<file path="src/rtl/tl_monitor.sv">
// Traffic-light sequence monitor: locks onto the lamp sequence at RED, then checks phase order
// and phase lengths, counting completed light cycles and flagging errors.
module tl_monitor #(
  parameter int unsigned T_RED    = 3,
  parameter int unsigned T_RY     = 6,
  parameter int unsigned T_GREEN  = 3,
  parameter int unsigned T_YELLOW = 5
) (
  input  logic       clk,
  input  logic       rst_n,
  input  logic       ce,
  input  logic [2:0] led,
  input  logic       err_clr,
  output logic [1:0] phase,
  output logic       locked,
  output logic [7:0] dur_cnt,
  output logic [7:0] cycles,
  output logic       err_seq,
  output logic       err_dur,
  output logic       err_pulse
);

  typedef enum logic {StSync, StTrack} state_e;

  localparam logic [1:0] PhRed    = 2'd0;
  localparam logic [1:0] PhRy     = 2'd1;
  localparam logic [1:0] PhGreen  = 2'd2;
  localparam logic [1:0] PhYellow = 2'd3;

  state_e     state_q, state_d;
  logic [1:0] phase_q, phase_d;
  logic [7:0] dur_q, dur_d;
  logic [7:0] cycles_q, cycles_d;
  logic       first_q, first_d;
  logic       seq_q, seq_d;
  logic       derr_q, derr_d;
  logic       pulse_q, pulse_d;

  logic       samp_legal;
  logic [1:0] samp_phase;
  logic [7:0] exp_len;
  logic       new_seq, new_dur;

  always_comb begin
    samp_legal = 1'b1;
    samp_phase = PhRed;
    case (led)
      3'b100:  samp_phase = PhRed;
      3'b110:  samp_phase = PhRy;
      3'b001:  samp_phase = PhGreen;
      3'b010:  samp_phase = PhYellow;
      default: samp_legal = 1'b0;
    endcase
  end

  always_comb begin
    case (phase_q)
      PhRed:   exp_len = 8'(T_RED);
      PhRy:    exp_len = 8'(T_RY);
      PhGreen: exp_len = 8'(T_GREEN);
      default: exp_len = 8'(T_YELLOW);
    endcase
  end

  always_comb begin
    state_d  = state_q;
    phase_d  = phase_q;
    dur_d    = dur_q;
    cycles_d = cycles_q;
    first_d  = first_q;
    new_seq  = 1'b0;
    new_dur  = 1'b0;
    if (ce) begin
      case (state_q)
        StSync: begin
          if (samp_legal && samp_phase == PhRed) begin
            state_d = StTrack;
            phase_d = PhRed;
            dur_d   = 8'd1;
            first_d = 1'b1;
          end
        end
        default: begin
          if (!samp_legal) begin
            new_seq = 1'b1;
            state_d = StSync;
          end else if (samp_phase == phase_q) begin
            if (dur_q != 8'hff) dur_d = dur_q + 8'd1;
          end else if (samp_phase == phase_q + 2'd1) begin
            // The phase entered at lock time is partial, so its length is not judged.
            new_dur = !first_q && (dur_q != exp_len);
            if (phase_q == PhYellow) cycles_d = cycles_q + 8'd1;
            phase_d = samp_phase;
            dur_d   = 8'd1;
            first_d = 1'b0;
          end else begin
            new_seq = 1'b1;
            state_d = StSync;
          end
        end
      endcase
    end
  end

  // A new error beats a simultaneous clear; a clear re-arms the pulse for that flag type.
  always_comb begin
    seq_d   = (err_clr ? 1'b0 : seq_q) | new_seq;
    derr_d  = (err_clr ? 1'b0 : derr_q) | new_dur;
    pulse_d = (new_seq && (!seq_q || err_clr)) || (new_dur && (!derr_q || err_clr));
  end

  always_ff @(posedge clk or negedge rst_n) begin
    if (!rst_n) begin
      state_q  <= StSync;
      phase_q  <= PhRed;
      dur_q    <= 8'd0;
      cycles_q <= 8'd0;
      first_q  <= 1'b1;
      seq_q    <= 1'b0;
      derr_q   <= 1'b0;
      pulse_q  <= 1'b0;
    end else begin
      state_q  <= state_d;
      phase_q  <= phase_d;
      dur_q    <= dur_d;
      cycles_q <= cycles_d;
      first_q  <= first_d;
      seq_q    <= seq_d;
      derr_q   <= derr_d;
      pulse_q  <= pulse_d;
    end
  end

  assign phase     = phase_q;
  assign locked    = (state_q == StTrack);
  assign dur_cnt   = dur_q;
  assign cycles    = cycles_q;
  assign err_seq   = seq_q;
  assign err_dur   = derr_q;
  assign err_pulse = pulse_q;

endmodule
</file>
<file path="config.mk">
export PLATFORM = sky130hd
export DESIGN_NAME = tl_monitor
export DESIGN_NICKNAME = d
export VERILOG_FILES = /design/src/rtl/tl_monitor.sv
export SDC_FILE = /design/constraint.sdc
export NUM_CORES = 1
export LEC_CHECK = 0
export ABC_CLOCK_PERIOD_IN_PS = 4100
export BUFFER_PORTS_ARGS = -buffer_cell sky130_fd_sc_hd__clkbuf_2
export CORE_MARGIN = 10
export CORE_UTILIZATION = 45
export CTS_BUF_LIST = sky130_fd_sc_hd__clkbuf_16
export DETAILED_ROUTE_END_ITERATION = 10
export PLACE_DENSITY = 0.7
export SYNTH_ARGS = -nofsm -noshare
export SYNTH_HDL_FRONTEND = slang
export SYNTH_SLANG_ARGS = --single-unit
</file>
<file path="constraint.sdc">
create_clock -name clk -period 4.1 [get_ports clk]
set_input_delay 1.23 -clock clk [delete_from_list [all_inputs] [get_ports clk]]
set_output_delay 1.23 -clock clk [all_outputs]
set_load 0.05 [all_outputs]
</file>
==> results of run 1 <==
## flip-flops by register name, summed over array words and instances, names as in the netlist
signal	flops
cycles	8
dur_cnt	8
err_dur	1
err_pulse	1
err_seq	1
first_q	1
locked	1
phase	2
## report_power, final
group | total (W) | internal (W) | switching (W)
Sequential | 0.000399 | 0.000294 | 0.000106
Combinational | 0.000620 | 0.000191 | 0.000429
Clock | 0.000211 | 0.000131 | 0.0000800
Total | 0.00123 | 0.000616 | 0.000614
## per-stage QoR
step	setup WS, ns	cells	cell area (um2)	hold slack (ns)
floorplan	1.33	170	1600	0.538
global placement	1.05	235	1740	0.461
detailed placement	0.993	235	1740	0.468
CTS	1.25	239	1820	0.477
global route	1.13	239	1820	0.492
finish	1.24	239	1820	0.466
## cells in the mapped netlist (3+ instances only)
cell type / count
xor2_1: 3
and4_1: 3
o22ai_1: 8
a21o_1: 4
dfrtp_1: 22
nand3_1: 4
xnor2_1: 10
a211oi_1: 3
a21oi_1: 7
nand4_1: 6
nor2_1: 8
nor2b_1: 3
nand2_1: 11
and3_1: 5
inv_1: 14
ha_1: 6
and2_1: 6
## cell type report
| cell class | count | area share |
|---|---|---|
| Inverter | 14 | 0.0289 |
| Sequential cell | 23 | 0.318 |
| Timing Repair Buffer | 28 | 0.0772 |
| Clock buffer | 3 | 0.0414 |
| Clock inverter | 1 | 0.00276 |
| Multi-Input combinational cell | 124 | 0.500 |
| Tap cell | 46 | 0.0317 |
## worst paths after layout
check                      cells after the start    endpoint
max                                            6  dur_cnt[0]
max in group asynchronous                      1      locked
max reg2reg                                    5  dur_cnt[0]
min reg2reg                                    1   cycles[7]
min in group asynchronous                      1  dur_cnt[5]
min                                            1   cycles[7]
## logic make-up after synthesis
kind of cell | after synthesis | synth area share
xor gates and xnor gates | 13 | 0.0713
DFF | 23 | 0.361
adders and majority gates | 6 | 0.0470
buffers and inverters | 23 | 0.0697
muxes | 3 | 0.0196
and+or+nand+nor | 61 | 0.227
AOI/OAI and AO/OA | 41 | 0.204
## metal layers
metal,vias up,track usage,share of wire
met3,2,0.0372,0.075
met1,630,0.155,0.44
met5,-,0,0
met2,40,0.189,0.48
met4,0,0.0287,0.0039
li1,668,-,-
==> reports/results.tsv, run 1 <==
stage	metric	value	unit
run_status	status	finished, final reports clean	
layout	fin_nets	207	
synth	synthArstFlopShare	1.00	
clock_tree	cts-root-buf	clkbuf_16	
setup_path	path_class	primary input to register	
setup_path	critPathRequiredTime	4.24	ns
global_route	grt.overflow.total	0	
synth	synth_edf_count	0	
layout	area_delta_synth_final	13.7	%
timing	clock_skew	0.00383	ns
setup_path	rrSetupSlack	1.71	ns
synth	syn-instance-count	170	
synth	synth.top_cell.area_share	0.345	
power	power-per-cell-area	678	nW/um2
min_path	min_path_type	register to register	
layout	seq_area	577	um2
route	drt_wl_total	3.63	mm
route	wl_per_cell	15.2	um
timing	fmax	349	MHz
clock_tree	postCtsSetupRepairBufs	0	
min_path	min_from	cycles[7]	
layout	diodes	0	
synth	synth_area_leaders	dfrtp_1 34%, xnor2_1 5.5%, ha_1 4.7%	
setup_path	startpoint	led[0]	
place	io_buffers	28	
setup_path	critPathLaunchType	primary input	
synth	ys.flop_type	dfrtp_1	
timing	tightest_slew	0.634	ns
timing	layout_min_cycle_time	2.86	ns
floorplan	rows	21	
floorplan	die_w	79.6	um
route	drtAntennaViolNets	0	
setup_path	r2r-start	phase[0]	
synth	yosysUniqueCellTypes	54	
timing	finalSetupViolations	0	
route	drc	0	
timing	rsz0062_at_grt	no	
floorplan	design.die.area	6330	um2
setup_path	path_cells	clkbuf_2 > or3b_1 > a21o_1 > a2111oi_1 > a311oi_4 > o32a_1	
timing	tns	0	ns
global_route	grt_max_degree	24	
timing	relSlewSlack	0.577	
layout	multi_input_area	908	um2
power	max-vdd-ir-drop	347	uV
global_route	track_usage	0.120	
clock_tree	cts_buffer_depth	2	
synth	yosysTopAreaCell	dfrtp_1	
layout	drive_gt1_frac	0.212	
setup_path	crit_fanout	14	
synth	yosysSeqAreaShare	0.361	
route	via_per_inst	5.61	
route	dr.pass1.iters	4	
clock_tree	clk_pin_slew	0.06	ns
run	max_cap_viol_count	0	
clock_tree	cts_buffers	3	
global_route	antenna_found_initial	0	
synth	syn_area	1600	um2
synth	synth_fp_nets	183	
layout	final.fill_count	309	
layout	finish.utilization	0.536	
setup_path	crit_buf_inv	1	
clock_tree	cts_tree	done	
place	gp_congestion	0.814	
floorplan	io_pins	29	
synth	syn_avg_cell_area	9.39	um2
floorplan	core	3390	um2
global_route	grt_pass1_vias	1326	
setup_path	arrival	3.01	ns
route	vias	1340	
clock_tree	clock_sinks	23	
synth	synth_seq_cells	23	
timing	fin_crit_sh	0.699	
setup_path	critPathMaxStageDelay	0.62	ns
synth	synth_warnings	0	
setup_path	end_kind	register	
timing	hold_violations	0	
power	power.leakage	0.862	nW
setup_path	cpMaxStageDelayCell	a2111oi_1	
power	total_power	0.00123	W
place	dp_hpwl	2.76	mm
floorplan	die_h	79.6	um
setup_path	path_delay_family	compound AO/OA/AOI/OAI gates	
timing	drv_slew	0	
layout	final_cell_mix	28 x clkbuf_2, 22 x dfrtp_1, 14 x inv_1, 11 x nand2_1, 10 x xnor2_1	
clock_tree	insertion_delay	0.26	ns
global_route	grt_pass1_wl	6.37	mm
clock_tree	cts.htree.levels	1	
clock_tree	cts_resized	0	
route	drt_iter0_drc	96	
clock_tree	cts_hold_buf	0	
layout	final_common_cell	clkbuf_2	
floorplan	initial_core_util	0.471	
Power figures use the tool's default switching activity.
==> run 2: changes to the inputs <==
- ABC_AREA: not set -> 1
- ABC_CLOCK_PERIOD_IN_PS: 4100 -> 2300
- PLACE_DENSITY: 0.7 -> 0.72
- clock period: 4.1 -> 2.3 ns (I/O delays scaled with it)
==> reports/results.tsv, run 2 <==
stage	metric	value	unit
power	sw_frac_of_total	0.445	
setup_path	arrival	1.25	ns
route	wl_per_cell	12.2	um
clock_tree	cts_resized	0	
global_route	antenna_found_initial	0	
route	vias	1433	
clock_tree	insertion_delay	0.25	ns
power	max-vdd-ir-drop	481	uV
global_route	grt_pass1_vias	1318	
setup_path	path_cells	clkbuf_2	
clock_tree	postCtsSetupRepairBufs	0	
synth	synth_seq_cells	23	
clock_tree	cts_buffer_depth	2	
synth	synth.top_cell.area_share	0.349	
timing	relSlewSlack	0.620	
timing	clock_skew	0.00223	ns
route	drc	0	
synth	syn_avg_cell_area	7.33	um2
place	dp_hpwl	2.73	mm
synth	synth_fp_nets	228	
run	max_cap_viol_count	0	
timing	fin_crit_sh	0.841	
power	power.switching	0.000705	W
synth	yosysMostFrequentCell	nand2_1	
floorplan	rows	21	
floorplan	design.die.area	6270	um2
route	via_per_inst	4.96	
layout	fin_nets	257	
timing	tightest_slew	0.569	ns
power	power.leakage	0.997	nW
setup_path	crit_buf_inv	1	
power	comb_power_share	0.405	
timing	tns	0	ns
global_route	track_usage	0.113	
min_path	min_path_type	primary input to asynchronous set/reset pin	
setup_path	path_delay_family	flip-flops	
synth	synthArstFlopShare	1.00	
global_route	grt.overflow.total	0	
route	drt_wl_total	3.52	mm
layout	seq_area	577	um2
setup_path	crit_fanout	14	
run_status	status	finished, final reports clean	
timing	rsz0062_at_grt	no	
setup_path	cpMaxStageDelayCell	dfrtp_1	
setup_path	critPathLaunchType	register	
power	seqPwrFrac	0.362	
synth	yosysTopAreaCell	dfrtp_1	
setup_path	path_class	register to output pin	
clock_tree	cts-root-buf	clkbuf_16	
layout	area_delta_synth_final	16.0	%
floorplan	initial_core_util	0.468	
floorplan	die_w	79.2	um
setup_path	critPathMaxStageDelay	0.63	ns
synth	ys.flop_type	dfrtp_1	
synth	synth_edf_count	0	
power	p_int	0.000878	W
timing	hold_violations	0	
layout	final_cell_mix	66 x nand2_1, 35 x nand3_1, 28 x clkbuf_2, 22 x dfrtp_1, 20 x inv_1	
synth	yosysSeqAreaShare	0.366	
timing	drv_slew	0	
synth	synth_warnings	0	
layout	multi_input_area	887	um2
timing	fmax	517	MHz
setup_path	critPathRequiredTime	1.61	ns
floorplan	core	3360	um2
timing	whs	0.418	ns
synth	syn_area	1580	um2
floorplan	die_h	79.2	um
power	clock_power_share	0.233	
clock_tree	cts_hold_buf	0	
setup_path	end_kind	output pin	
synth	yosysUniqueCellTypes	30	
global_route	grt_pass1_wl	5.91	mm
timing	finalSetupViolations	0	
synth	synth_common_cells	66 x nand2_1, 35 x nand3_1, 22 x dfrtp_1, 19 x inv_1, 13 x nor2_1	
clock_tree	clock_sinks	23	
route	dr.pass1.iters	4	
route	drtAntennaViolNets	0	
place	gp_congestion	0.842	
floorplan	io_pins	29	
global_route	grt_max_degree	24	
layout	final_common_cell	nand2_1	
layout	diodes	0	
clock_tree	clk_pin_slew	0.06	ns
clock_tree	cts_buffers	3	
timing	layout_min_cycle_time	1.94	ns
clock_tree	cts_tree	done	
clock_tree	cts.htree.levels	1	
layout	drive_gt1_frac	0.214	
synth	synth_area_leaders	dfrtp_1 35%, nand2_1 16%, nand3_1 11%	
layout	final.fill_count	350	
power	power-per-cell-area	867	nW/um2
route	drt_iter0_drc	90	
synth	syn-instance-count	215	
place	io_buffers	28	
run 2: logic make-up after synthesis:
group / share of synthesized area
adders and majority gates: 0.0477
DFF: 0.366
AOI/OAI and AO/OA: 0.0437
xor gates and xnor gates: 0.0612
buffers and inverters: 0.0707
and+or+nand+nor: 0.411
run 2: final timing paths:
| path | from | endpoint | depth (start not counted) | slack (ns) |
|---|---|---|---|---|
| min reg2reg | first_q | first_q | 2 | 0.48 |
| max | locked | locked | 1 | 0.36 |
| max reg2reg | phase[1] | cycles[4] | 8 | 0.49 |
| min in group clk | first_q | first_q | 2 | 0.48 |
| max in group asynchronous | rst_n | first_q | 1 | 1.50 |
| min | rst_n | dur_cnt[3] | 1 | 0.42 |
run 2: final cells by class:
type,instances,share of cell area
sequential,23,0.316
tap,46,0.0315
clock buffer,3,0.0411
inverter,23,0.0473
clock inverter,1,0.00205
timing repair buffer,28,0.0767
multi-input combinational,165,0.486
run 2: stage by stage:
step,util,cell area (um2),power [W],setup slack [ns],cells
after floorplan,-,1580,0.00107,0.419,215
after global placement,0.520,1750,0.00122,0.353,285
after detailed placement,0.520,1750,0.00123,0.330,285
after CTS,0.543,1830,0.00160,0.363,289
after global routing,0.543,1830,0.00169,0.305,289
final,0.543,1830,0.00158,0.365,289
run 2: metal layers:
layer | global-route usage | wire length, um | vias to the layer above
met5 | 0 | 0 | -
met2 | 0.192 | 1730 | 16
met1 | 0.131 | 1570 | 667
met3 | 0.0439 | 202 | 2
li1 | - | - | 748
met4 | 0.0287 | 19 | 0
run 2: power groups by stage:
stage / Combinational, W / Sequential, W / Clock (W)
5_1_grt: 0.000702 / 0.000590 / 0.000396
2_1_floorplan: 0.000353 / 0.000720 / 0
4_1_cts: 0.000647 / 0.000574 / 0.000377
6_report: 0.000642 / 0.000573 / 0.000369
3_5_place_dp: 0.000644 / 0.000582 / 0
3_3_place_gp: 0.000638 / 0.000582 / 0
run 2: worst reg2reg max path: stages (launching register included):
cell     delay, ns
dfrtp_1       0.47
inv_1         0.14
ha_1          0.32
nand3_1       0.13
nand3_4       0.13
nor2_4        0.26
nand2_4       0.13
nand2_1       0.07
nand2_1       0.05
